### config.mk
export PLATFORM = sky130hd
export DESIGN_NAME = imem_loader
export DESIGN_NICKNAME = d
export VERILOG_FILES = /design/src/rtl/imem_loader.sv
export SDC_FILE = /design/constraint.sdc
export NUM_CORES = 1
export LEC_CHECK = 0
export ABC_AREA = 1
export BUFFER_PORTS_ARGS = -buffer_cell sky130_fd_sc_hd__buf_2
export CAP_MARGIN = 20
export CORE_MARGIN = 10
export CORE_UTILIZATION = 54
export CTS_CLUSTER_DIAMETER = 40
export CTS_CLUSTER_SIZE = 10
export DETAILED_ROUTE_END_ITERATION = 8
export MAX_ROUTING_LAYER = met4
export PLACE_DENSITY = 0.8
export SYNTH_ARGS = -nofsm -noshare
export SYNTH_HDL_FRONTEND = slang
export SYNTH_SLANG_ARGS = --single-unit
### constraint.sdc
create_clock -name clk -period 2.4 [get_ports clk]
set_clock_uncertainty 0.1 [all_clocks]
set_input_delay 0.48 -clock clk [delete_from_list [all_inputs] [get_ports clk]]
set_output_delay 0.48 -clock clk [all_outputs]
set_load 0.01 [all_outputs]
### src/rtl/imem_loader.sv
// Byte-serial instruction memory loader: packs a valid/ready byte stream big-endian
// into 32-bit words and writes them to consecutive word-aligned addresses.
module imem_loader #(
    parameter int CNT_W = 16
) (
    input  logic             clk,
    input  logic             rst_n,
    input  logic             start,
    input  logic [31:0]      base_addr,
    input  logic [CNT_W-1:0] word_count,
    input  logic             in_valid,
    input  logic [7:0]       in_byte,
    output logic             in_ready,
    output logic             mem_we,
    output logic [31:0]      mem_addr,
    output logic [31:0]      mem_wdata,
    output logic             busy,
    output logic             done,
    output logic [7:0]       checksum
);

    typedef enum logic [1:0] {IDLE, RECV, WRITE, DONE} state_t;

    state_t           state;
    state_t           state_next;
    logic [CNT_W-1:0] count_q;
    logic [CNT_W-1:0] word_cnt;
    logic [CNT_W-1:0] word_cnt_inc;
    logic [1:0]       byte_cnt;
    logic [31:0]      ptr;
    logic [31:0]      wdata;
    logic [7:0]       csum;
    logic             start_ok;
    logic             accept;

    assign start_ok     = start && ((state == IDLE) || (state == DONE));
    assign accept       = in_valid && (state == RECV);
    assign word_cnt_inc = word_cnt + {{(CNT_W-1){1'b0}}, 1'b1};

    always_ff @(posedge clk or negedge rst_n) begin
        if (!rst_n) begin
            state <= IDLE;
        end else begin
            state <= state_next;
        end
    end

    always_comb begin
        state_next = state;
        case (state)
            IDLE, DONE: begin
                if (start_ok) begin
                    state_next = (word_count != '0) ? RECV : DONE;
                end
            end
            RECV: begin
                if (accept && (byte_cnt == 2'd3)) begin
                    state_next = WRITE;
                end
            end
            WRITE: begin
                state_next = (word_cnt_inc == count_q) ? DONE : RECV;
            end
            default: state_next = IDLE;
        endcase
    end

    // Pointer and counters advance on the edge that ends the WRITE cycle, so the
    // address shown during mem_we is the one belonging to the current word.
    always_ff @(posedge clk or negedge rst_n) begin
        if (!rst_n) begin
            ptr      <= '0;
            wdata    <= '0;
            csum     <= '0;
            byte_cnt <= '0;
            word_cnt <= '0;
            count_q  <= '0;
        end else if (start_ok) begin
            ptr      <= {base_addr[31:2], 2'b00};
            count_q  <= word_count;
            csum     <= '0;
            byte_cnt <= '0;
            word_cnt <= '0;
        end else if (accept) begin
            wdata    <= {wdata[23:0], in_byte};
            csum     <= csum ^ in_byte;
            byte_cnt <= byte_cnt + 2'd1;
        end else if (state == WRITE) begin
            ptr      <= ptr + 32'd4;
            word_cnt <= word_cnt_inc;
        end
    end

    assign in_ready  = (state == RECV);
    assign mem_we    = (state == WRITE);
    assign busy      = (state == RECV) || (state == WRITE);
    assign done      = (state == DONE);
    assign mem_addr  = ptr;
    assign mem_wdata = wdata;
    assign checksum  = csum;

endmodule

### Word-level counts from Yosys, hierarchy flattened

Index checks and enable logic that the tools add are counted.

| cells by class | value |
|---|---|
| add/subtract/negate cells | 3 |
| multipliers | 0 |
| div/mod/pow operators | 0 |
| magnitude comparators | 0 |
| eq/ne operators | 8 |
| shifts and indexed selects | 0 |
| muxes and demuxes | 15 |
| bitwise operators | 2 |
| reductions and logical operators | 13 |

Operator list:

| operator | number |
|---|---|
| 2-to-1 mux 32 bit | 3 |
| 2-to-1 mux 16 bit | 3 |
| adder 32 x 3 -> 32 bit, second input constant | 1 |
| adder 16 x 1 -> 16 bit, second input constant | 1 |
| == test 16 bit | 1 |
| 2-to-1 mux 8 bit | 2 |
| nonzero test 16 bit | 1 |
| 2-to-1 mux 2 bit | 6 |
| XOR 8 bit | 1 |
| == test 2 bit, second input constant | 3 |
| case mux 2 bit (3 select lines) | 1 |
| AND reduction 2 bit | 3 |
| inequality test 2 bit, second input constant | 2 |
| nonzero test 2 bit | 2 |
| logical AND 1 bit | 3 |
| adder 2 x 1 -> 2 bit, second input constant | 1 |
| == test 2 x 1 -> 1 bit, second input constant | 1 |
| zero test 2 bit | 1 |
| logical OR 1 bit | 2 |
| inequality test 2 x 1 -> 1 bit, second input constant | 1 |
| OR reduction 2 bit | 1 |
| NOT 1 bit | 1 |

| storage, ports and cells | value |
|---|---|
| register bits | 108 |
| latch bits | 0 |
| memory bits (writable) | 0 |
| bits in read-only memories | 0 |
| output and inout bits | 76 |
| logic and storage cells | 48 |
| memories kept | 0 |

### Logic depth before layout (Yosys ltp)

Gate-level depths: netlist (run 1).

| logic depth | value |
|---|---|
| depth after elaboration | 5 |
| mapped depth | 15 |

### Worst setup path before layout (run 1)

Ideal clock, no wire load.

| timing path | value |
|---|---|
| path type | register to register |
| start | register state[0] |
| end | register ptr[28] (netlist: mem_addr[28]) |
| arrival | 1789 ps |
| required time | 2213 ps |
| slack | 424 ps |
| stages on the path, launching flop included | 10 |
| path buffers | 2 |
| path through | dfrtp_1 -> inv_1 -> ha_1 -> nand2_1 -> inv_1 -> a21oi_4 -> inv_1 -> buf_2 -> buf_2 -> o211ai_1 |

| on the way | value |
|---|---|
| cells in the longest elaborated chain, start to end | 5 |
| elaborated cells on any way between the ends | 11 |
| those cells by class | 4 x eq/ne; 1 x mux; 6 x reduce/logical |

RTL lines:

| item | RTL line | text |
|---|---|---|
| from (decl) | 24 | `state_t state;` |
| from (signal assigned) | 44 | `state <= state_next;` |
| == test 2 bit or zero test 2 bit (tied branches) | 36 | `assign start_ok = start && ((state == IDLE) \|\| (state == DONE));` |
| logical OR 1 bit | 36 |  |
| logical AND 1 bit | 36 |  |
| inequality test 2 bit (no line) or nonzero test 2 bit (tied branches) | - |  |
| AND reduction 2 bit (no line) | - |  |
| to (signal assigned) | 79 | `ptr <= {base_addr[31:2], 2'b00};` |
| to (signal assigned) | 89 | `ptr <= ptr + 32'd4;` |
| to (decl) | 30 | `logic [31:0] ptr;` |

Parallel ways exist; a longest one is shown, timed or not.
A chain may end at the register's enable or synchronous reset.

### Worst setup path after layout (run 1)

| timing path | value |
|---|---|
| start | register state[0] |
| end | register word_cnt[3] |

| on the way | value |
|---|---|
| cells in the longest elaborated chain, start to end | 5 |
| elaborated cells on any way between the ends | 11 |
| those cells by class | 4 x eq/ne; 1 x mux; 6 x reduce/logical |

RTL lines:

| item | RTL line | text |
|---|---|---|
| == test 2 bit or zero test 2 bit (tied branches) | 36 |  |
| logical OR 1 bit | 36 |  |
| logical AND 1 bit | 36 |  |
| inequality test 2 bit (no line) or nonzero test 2 bit (tied branches) | - |  |
| AND reduction 2 bit (no line) | - |  |
| to (signal assigned) | 90 | `word_cnt <= word_cnt_inc;` |
| to (decl) | 27 | `logic [CNT_W-1:0] word_cnt;` |

Parallel ways exist; a longest one is shown, timed or not.

==> metrics.csv, run 1 <==
stage,metric,value,unit
setup_path,worst path arrival time,2.34,ns
worst_hold_path,Tightest Hold Check Type,in -> reg,
logic_synthesis,Synth top area share,46.2,%
detailed_routing,antenna-violating nets left,0,
logic_synthesis,ys async rst share,100,%
finish,nets,921,
timing,RSZ-0062 raised after global routing,false,
logic_synthesis,post-synthesis cell area,5740,sq um
power,Flop pwr share,39.0,%
setup_path,Worst Setup End Kind,register,
logic_synthesis,Most used DFF post-synth,dfrtp_1,
setup_path,"delay-heaviest family, CP",buffers and inverters,
power,Max VDD drop,0.576,mV
run_status,status,finished clean,
power,Comb power frac,46.1,%
logic_synthesis,yosys warns,0,
detailed_routing,Via density,5.30,
worst_hold_path,Hold Path Depth,3,
clocking,Num Clock Sinks,106,
power,Leak,0.00349,uW
detailed_routing,DRC viols,0,
timing,fmax,454,MHz
placed_design,Placer Congestion,0.906,
logic_synthesis,Synth Register Bits,106,
finish,# diodes,0,
timing,Final Hold Viols,0,
setup_path,slowest cell delay on critical path,0.43,ns
setup_path,startpoint types,register,
timing,Setup Viol. Count Final,0,
grt,GR Overflow Total,0,
run,Max Cap Viol,0,
logic_synthesis,Synth area leaders,"dfrtp_1 (46%), nand2_1 (13%), inv_1 (6.0%)",
finish,Area Overhead vs Synth,18.9,%
placed_design,DP HPWL,11.1,mm
logic_synthesis,"Seq/Total Area, Yosys",46.2,%
die,Initial Utilization,55.6,%
logic_synthesis,top cell type by total area after synthesis,dfrtp_1,
die,Die ar.,15200,sq um
setup_path,worst-path fanout max,17,
die,Core ar.,10300,sq um
clocking,Post-CTS Setup Bufs,0,
clocking,clk_lat worst skew,0.39,ns
setup_path,Critical Path RT,2.54,ns
logic_synthesis,Post-Synthesis Cells,720,
grt,vias in the first global route,5050,
detailed_routing,Via Count,5270,
logic_synthesis,Avg Synthesized Cell Area,7.97,sq um
clocking,H-tree levels,3,
setup_path,worst r2r path cells,8,
grt,global-route wire length before repair,23.9,mm
power,Clk pwr share,15.0,%
grt,GRT Total Usage,20.2,%
setup_path,CP max stage cell,dfrtp_1,
grt,largest net degree at the start of global routing,55,
power,PD cells,1210,nW/um^2
timing,minimum period implied by the final worst setup slack,2.20,ns
grt,initial antenna violation count,0,
power,Psw,3590,uW
setup_path,Crit Reg-Reg Endpoint,word_cnt[3]$_DFFE_PN0P_,
detailed_routing,Initial DRC Count,423,
clocking,CTS tree,done,
setup_path,crit path cell chain,inv_1 -> ha_1 -> nand2_1 -> inv_1 -> a21oi_4 -> inv_1 -> buf_4 -> o22ai_1,
placed_design,port buffer count,131,
worst_hold_path,min-delay src,base_addr[14],
clocking,CTS root buf,clkbuf_8,
die,die height,123,microns
clocking,clock slew at reported path FFs,0.10,ns
logic_synthesis,"Distinct cells, synth",41,
setup_path,WS Path Type,reg -> reg,
power,Int Power,4640,uW
finish,"most common cell after layout, fill and taps aside",nand2_1,
clocking,Longest Clk Path Bufs,2,
setup_path,CP startpoint,state[0]$_DFFE_PN0P_,
power,Sw Ratio,43.6,%
die,die width,123,microns
finish,layout cells sized above 1,23.4,%
timing,worst slew pin tran,0.573,ns
detailed_routing,wire per inst,14.7,microns
die,I/O pin total,136,
setup_path,worst r2r src,state[0]$_DFFE_PN0P_,
timing,Pins Over Slew Limit,0,
power,Total Power,8240,uW
timing,part of the cycle the worst path needs,91.8,%
setup_path,CP Buf/Inv Count,4,
finish,final core area utilization,66.1,%
detailed_routing,DRT Pass-1 Iters,5,
setup_path,CP most frequent cell,inv_1,
setup_path,Reg2Reg Setup Slack,0.20,ns
die,Row Count,37,
detailed_routing,Routed WL,14.7,mm
clocking,total CTS buffers,9,
logic_synthesis,Post-synth EDFFs,0,
timing,Slew HR,61.7,%
worst_hold_path,hold path endpoint,mem_addr[14]$_DFFE_PN0P_,
timing,TNS Setup,0,ns
finish,"commonest non-fill, non-tap cells in the layout","nand2_1 (198), buf_2 (130), dfrtp_1 (106)",
worst min-delay path, stage by stage:
cell     delay [ns]
buf_2          0.07
nand2_1        0.04
nand3_1        0.06
registers in the layout, summed over array words and instances (netlist names):
| signal | cells |
|---|---|
| word_cnt | 16 |
| checksum | 8 |
| mem_addr | 30 |
| byte_cnt | 2 |
| mem_wdata | 32 |
| count_q | 16 |
| state | 2 |
layout make-up:
type / count / area [sq um]
Clock buffer: 12 / 145
Clock inverter: 4 / 75.1
Fill cell: 843 / 3500
Inverter: 94 / 353
Multi-Input combinational cell: 500 / 2650
Sequential cell: 106 / 2650
Tap cell: 136 / 170
Timing Repair Buffer: 143 / 779
synth_stat cells, types with 2 or more instances:
cell type  count
xor2_1        17
nor4_1         4
nand3b_1       3
o211ai_1       9
nor2_1        47
o21bai_1       2
nand3_2        4
o31ai_1        2
nor3_2         2
dfrtp_1      106
o21ai_0       54
nor2_4         8
nand3_1       55
inv_2          3
nand2_1      198
mux2_2        10
ha_1           7
o221ai_1       8
o22ai_1        7
buf_4          2
inv_1         91
a21oi_1       19
nand2_4        2
a32o_1         2
nor3_1         7
buf_2          5
nor2_2         5
clkbuf_1      14
nand2_2        6
nand4_1       10
power by group through the flow:
stage	registers, uW	logic (uW)	clock network (uW)
finish	3210	3790	1230
global route	3320	4290	1330
CTS	3200	3840	1250
detailed placement	3230	3820	0
global placement	3190	3690	0
floorplan	3390	2180	0
metal layers:
metal	vias to the layer above	wire, microns	GRT usage [%]	part of all wire (%)
met5	-	0	-	0
met4	0	222	7.28	1.5
met3	21	1080	4.47	7.4
met2	181	6690	31.2	46
met1	2457	6670	25.6	46
li1	2611	-	-	-
worst max path at each step:
stage,end,slack [ns],cells after the start
2_1_floorplan,mem_addr[28]$_DFFE_PN0P_,0.42,9
3_3_place_gp,mem_addr[12]$_DFFE_PN0P_,0.25,9
3_5_place_dp,mem_addr[12]$_DFFE_PN0P_,0.16,9
4_1_cts,mem_addr[23]$_DFFE_PN0P_,0.13,9
5_1_grt,state[1]$_DFFE_PN0P_,0.03,15
6_report,word_cnt[3]$_DFFE_PN0P_,0.20,8
stage by stage:
stage | worst slack (ns) | instance area (sq um) | std cells | hold slack [ns]
after floorplan | 0.424 | 5740 | 721 | 0.0844
after global placement | 0.248 | 6590 | 978 | 0.321
after detailed placement | 0.160 | 6590 | 978 | 0.323
after CTS | 0.128 | 6820 | 995 | 0.190
after global routing | 0.0326 | 6830 | 995 | 0.198
final | 0.196 | 6830 | 995 | 0.198
kinds of logic (layout without fill, tap and decap cells):
group                    count (synthesis)  in the layout  synth area share (%)
other                                    1              2                0.0653
multiplexers                            10             10                  1.96
AND/OR/NAND/NOR                        354            354                  28.1
XOR/XNOR                                19             19                  3.14
flip-flops                             106            106                  46.2
AO/OA/AOI/OAI                          108            108                  11.2
adder cells (fa/ha/maj)                  7              7                  1.53
buffers and inverters                  115            253                  7.76
repair_timing:
item / CTS / global route
gates resized for setup: 0 / 1
endpoints found under the hold margin: 25 / 0
hold buffers: 1 / 0
endpoints found under the setup margin: 0 / 4
(Power assumes the default switching activity.)
==> inputs of run 2 (changes only) <==
--- a/config.mk
+++ b/config.mk
@@ -8,13 +8,12 @@
 export ABC_AREA = 1
 export BUFFER_PORTS_ARGS = -buffer_cell sky130_fd_sc_hd__buf_2
 export CAP_MARGIN = 20
-export CORE_MARGIN = 10
-export CORE_UTILIZATION = 54
+export CORE_UTILIZATION = 45
 export CTS_CLUSTER_DIAMETER = 40
 export CTS_CLUSTER_SIZE = 10
 export DETAILED_ROUTE_END_ITERATION = 8
 export MAX_ROUTING_LAYER = met4
-export PLACE_DENSITY = 0.8
+export PLACE_DENSITY = 0.69
 export SYNTH_ARGS = -nofsm -noshare
 export SYNTH_HDL_FRONTEND = slang
 export SYNTH_SLANG_ARGS = --single-unit
==> metrics.csv, run 2 (synthesis results as in run 1) <==
stage,metric,value,unit,change
detailed_routing,DRC viols,0,,unchanged
timing,part of the cycle the worst path needs,90.2,%,-1.7 points
grt,global-route wire length before repair,23.0,mm,-3.4%
clocking,H-tree levels,3,,unchanged
die,Core ar.,12200,sq um,+18%
die,Die ar.,13200,sq um,-13%
placed_design,DP HPWL,10.4,mm,-6.9%
finish,"most common cell after layout, fill and taps aside",nand2_1,,
setup_path,worst path arrival time,1.58,ns,-0.76 ns
setup_path,startpoint types,register,,
placed_design,Placer Congestion,0.872,,-3.8%
run_status,status,finished clean,,
setup_path,crit path cell chain,inv_1 -> ha_1 -> buf_4 -> inv_1 -> buf_2,,
clocking,CTS tree,done,,
finish,Largest register FFs,32,,unchanged
finish,post-route cell area,6980,sq um,+2.3%
placed_design,port buffer count,131,,unchanged
timing,Slew HR,60.6,%,-1.1 points
setup_path,CP most frequent cell,inv_1,,
run,Max Cap Viol,0,,unchanged
die,I/O pin total,136,,unchanged
die,die height,115,microns,-6.6%
clocking,clk_lat worst skew,0.35,ns,-0.04 ns
timing,Setup Viol. Count Final,0,,unchanged
finish,# diodes,0,,unchanged
power,Max VDD drop,0.573,mV,-0.50%
timing,Final Hold Viols,0,,unchanged
clocking,total CTS buffers,9,,unchanged
finish,Area Overhead vs Synth,21.6,%,
clocking,Longest Clk Path Bufs,2,,unchanged
power,Leak,0.00356,uW,+2.1%
timing,minimum period implied by the final worst setup slack,2.16,ns,-0.0401 ns
timing,worst slew pin tran,0.590,ns,+0.0165 ns
timing,TNS Setup,0,ns,unchanged
detailed_routing,Via Count,5267,,-0.057%
setup_path,WS Path Type,reg -> out,,
clocking,CTS root buf,clkbuf_16,,
grt,GR Overflow Total,0,,unchanged
placed_design,Area after DPL,6640,sq um,+0.72%
setup_path,Reg2Reg Setup Slack,0.26,ns,+0.06 ns
setup_path,Critical Path RT,1.82,ns,-0.72 ns
clocking,hold buffers post-CTS,0,,-1
timing,RSZ-0062 raised after global routing,false,,
clocking,Num Clock Sinks,106,,unchanged
grt,vias in the first global route,4966,,-1.7%
detailed_routing,DRT Pass-1 Iters,6,,+1
setup_path,worst-path fanout max,5,,-12
worst_hold_path,Tightest Hold Check Type,in -> async,,
timing,Pins Over Slew Limit,0,,unchanged
setup_path,slowest cell delay on critical path,0.43,ns,about the same
grt,largest net degree at the start of global routing,107,,+95%
detailed_routing,Via density,5.13,,-3.2%
grt,GRT Total Usage,22.8,%,+2.6 points
detailed_routing,Initial DRC Count,382,,-9.7%
detailed_routing,wire per inst,13.9,microns,-5.8%
clocking,clock slew at reported path FFs,0.07,ns,-0.03 ns
die,Initial Utilization,47.0,%,-8.6 points
die,Row Count,40,,+8.1%
detailed_routing,Routed WL,14.3,mm,-2.8%
setup_path,Worst Setup End Kind,output port,,
finish,nets,921,,unchanged
grt,initial antenna violation count,0,,unchanged
detailed_routing,antenna-violating nets left,0,,unchanged
power,PD cells,1240,nW/um^2,+3.1%
finish,"commonest non-fill, non-tap cells in the layout","nand2_1 (198), buf_2 (130), dfrtp_1 (106)",,
setup_path,CP max stage cell,dfrtp_1,,
finish,layout cells sized above 1,23.7,%,+0.35 points
die,die width,115,microns,-6.6%
timing,fmax,462,MHz,+1.9%
[run 2: changes by cell type in the layout (fill, tap and decap cells not counted)]
cell,previous run,this run
clkbuf_16,0,9
clkbuf_8,10,1
buf_4,9,11
clkbuf_1,2,0
inv_6,0,2
buf_6,1,0
clkinvlp_4,2,1
dlygate4sd3_1,1,0
inv_8,0,1
nor3_2,2,1
nor3_4,0,1
[run 2: final cells by class]
type / count / area (sq um)
Fill cell: 1132 / 5230
Clock buffer: 10 / 239
Sequential cell: 106 / 2650
Clock inverter: 6 / 96.3
Inverter: 94 / 353
Timing Repair Buffer: 143 / 773
Multi-Input combinational cell: 500 / 2660
Tap cell: 168 / 210
[run 2: worst max-delay path, delay by kind of cell, from the launching register on]
family	cells	cell delay (ns)
adders and majority gates	1	0.30
buffers and inverters	4	0.52
DFF	1	0.43
[run 2: path summary, 6_finish.rpt]
check,to,start,depth (start not counted)
worst min-delay path,mem_wdata[17]$_DFFE_PN0P_,rst_n,2
max in group asynchronous,word_cnt[9]$_DFFE_PN0P_,rst_n,2
min in group clk,mem_addr[14]$_DFFE_PN0P_,base_addr[14],3
worst min register to register,checksum[1]$_DFFE_PN0P_,checksum[1]$_DFFE_PN0P_,1
worst max register to register,mem_addr[4]$_DFFE_PN0P_,state[0]$_DFFE_PN0P_,8
worst max-delay path,busy,state[0]$_DFFE_PN0P_,5
[run 2: power by group]
part           internal (uW)  total [uW]  leakage [uW]  switching (uW)
clock                    958        1650      0.000162             692
combinational           1500        3800       0.00206            2300
sequential              2550        3230       0.00134             684
[run 2: through the flow]
stage          util [%]  hold slack [ns]  cells  total power, uW  worst slack [ns]
6_report           57.2           0.0731   1027             8680             0.236
5_1_grt            57.2            0.134   1027             9350            0.0257
4_1_cts            57.1            0.119   1027             8750             0.227
3_5_place_dp       54.4            0.357   1011             7050             0.255
3_3_place_gp       54.4            0.341   1011             6900             0.305
2_1_floorplan         -           0.0844    721             5570             0.424
[run 2: layer usage]
metal | wire [microns] | global-route usage, % | up-vias
met5 | 0 | - | -
met2 | 6470 | 34.8 | 183
li1 | - | - | 2620
met4 | 372 | 11.0 | 0
met3 | 832 | 3.69 | 27
met1 | 6580 | 29.6 | 2437
[run 2: what timing repair did]
action                     in CTS  in global routing
resized for setup               0                  1
buffers inserted                0                  0
setup endpoints to repair       0                  1
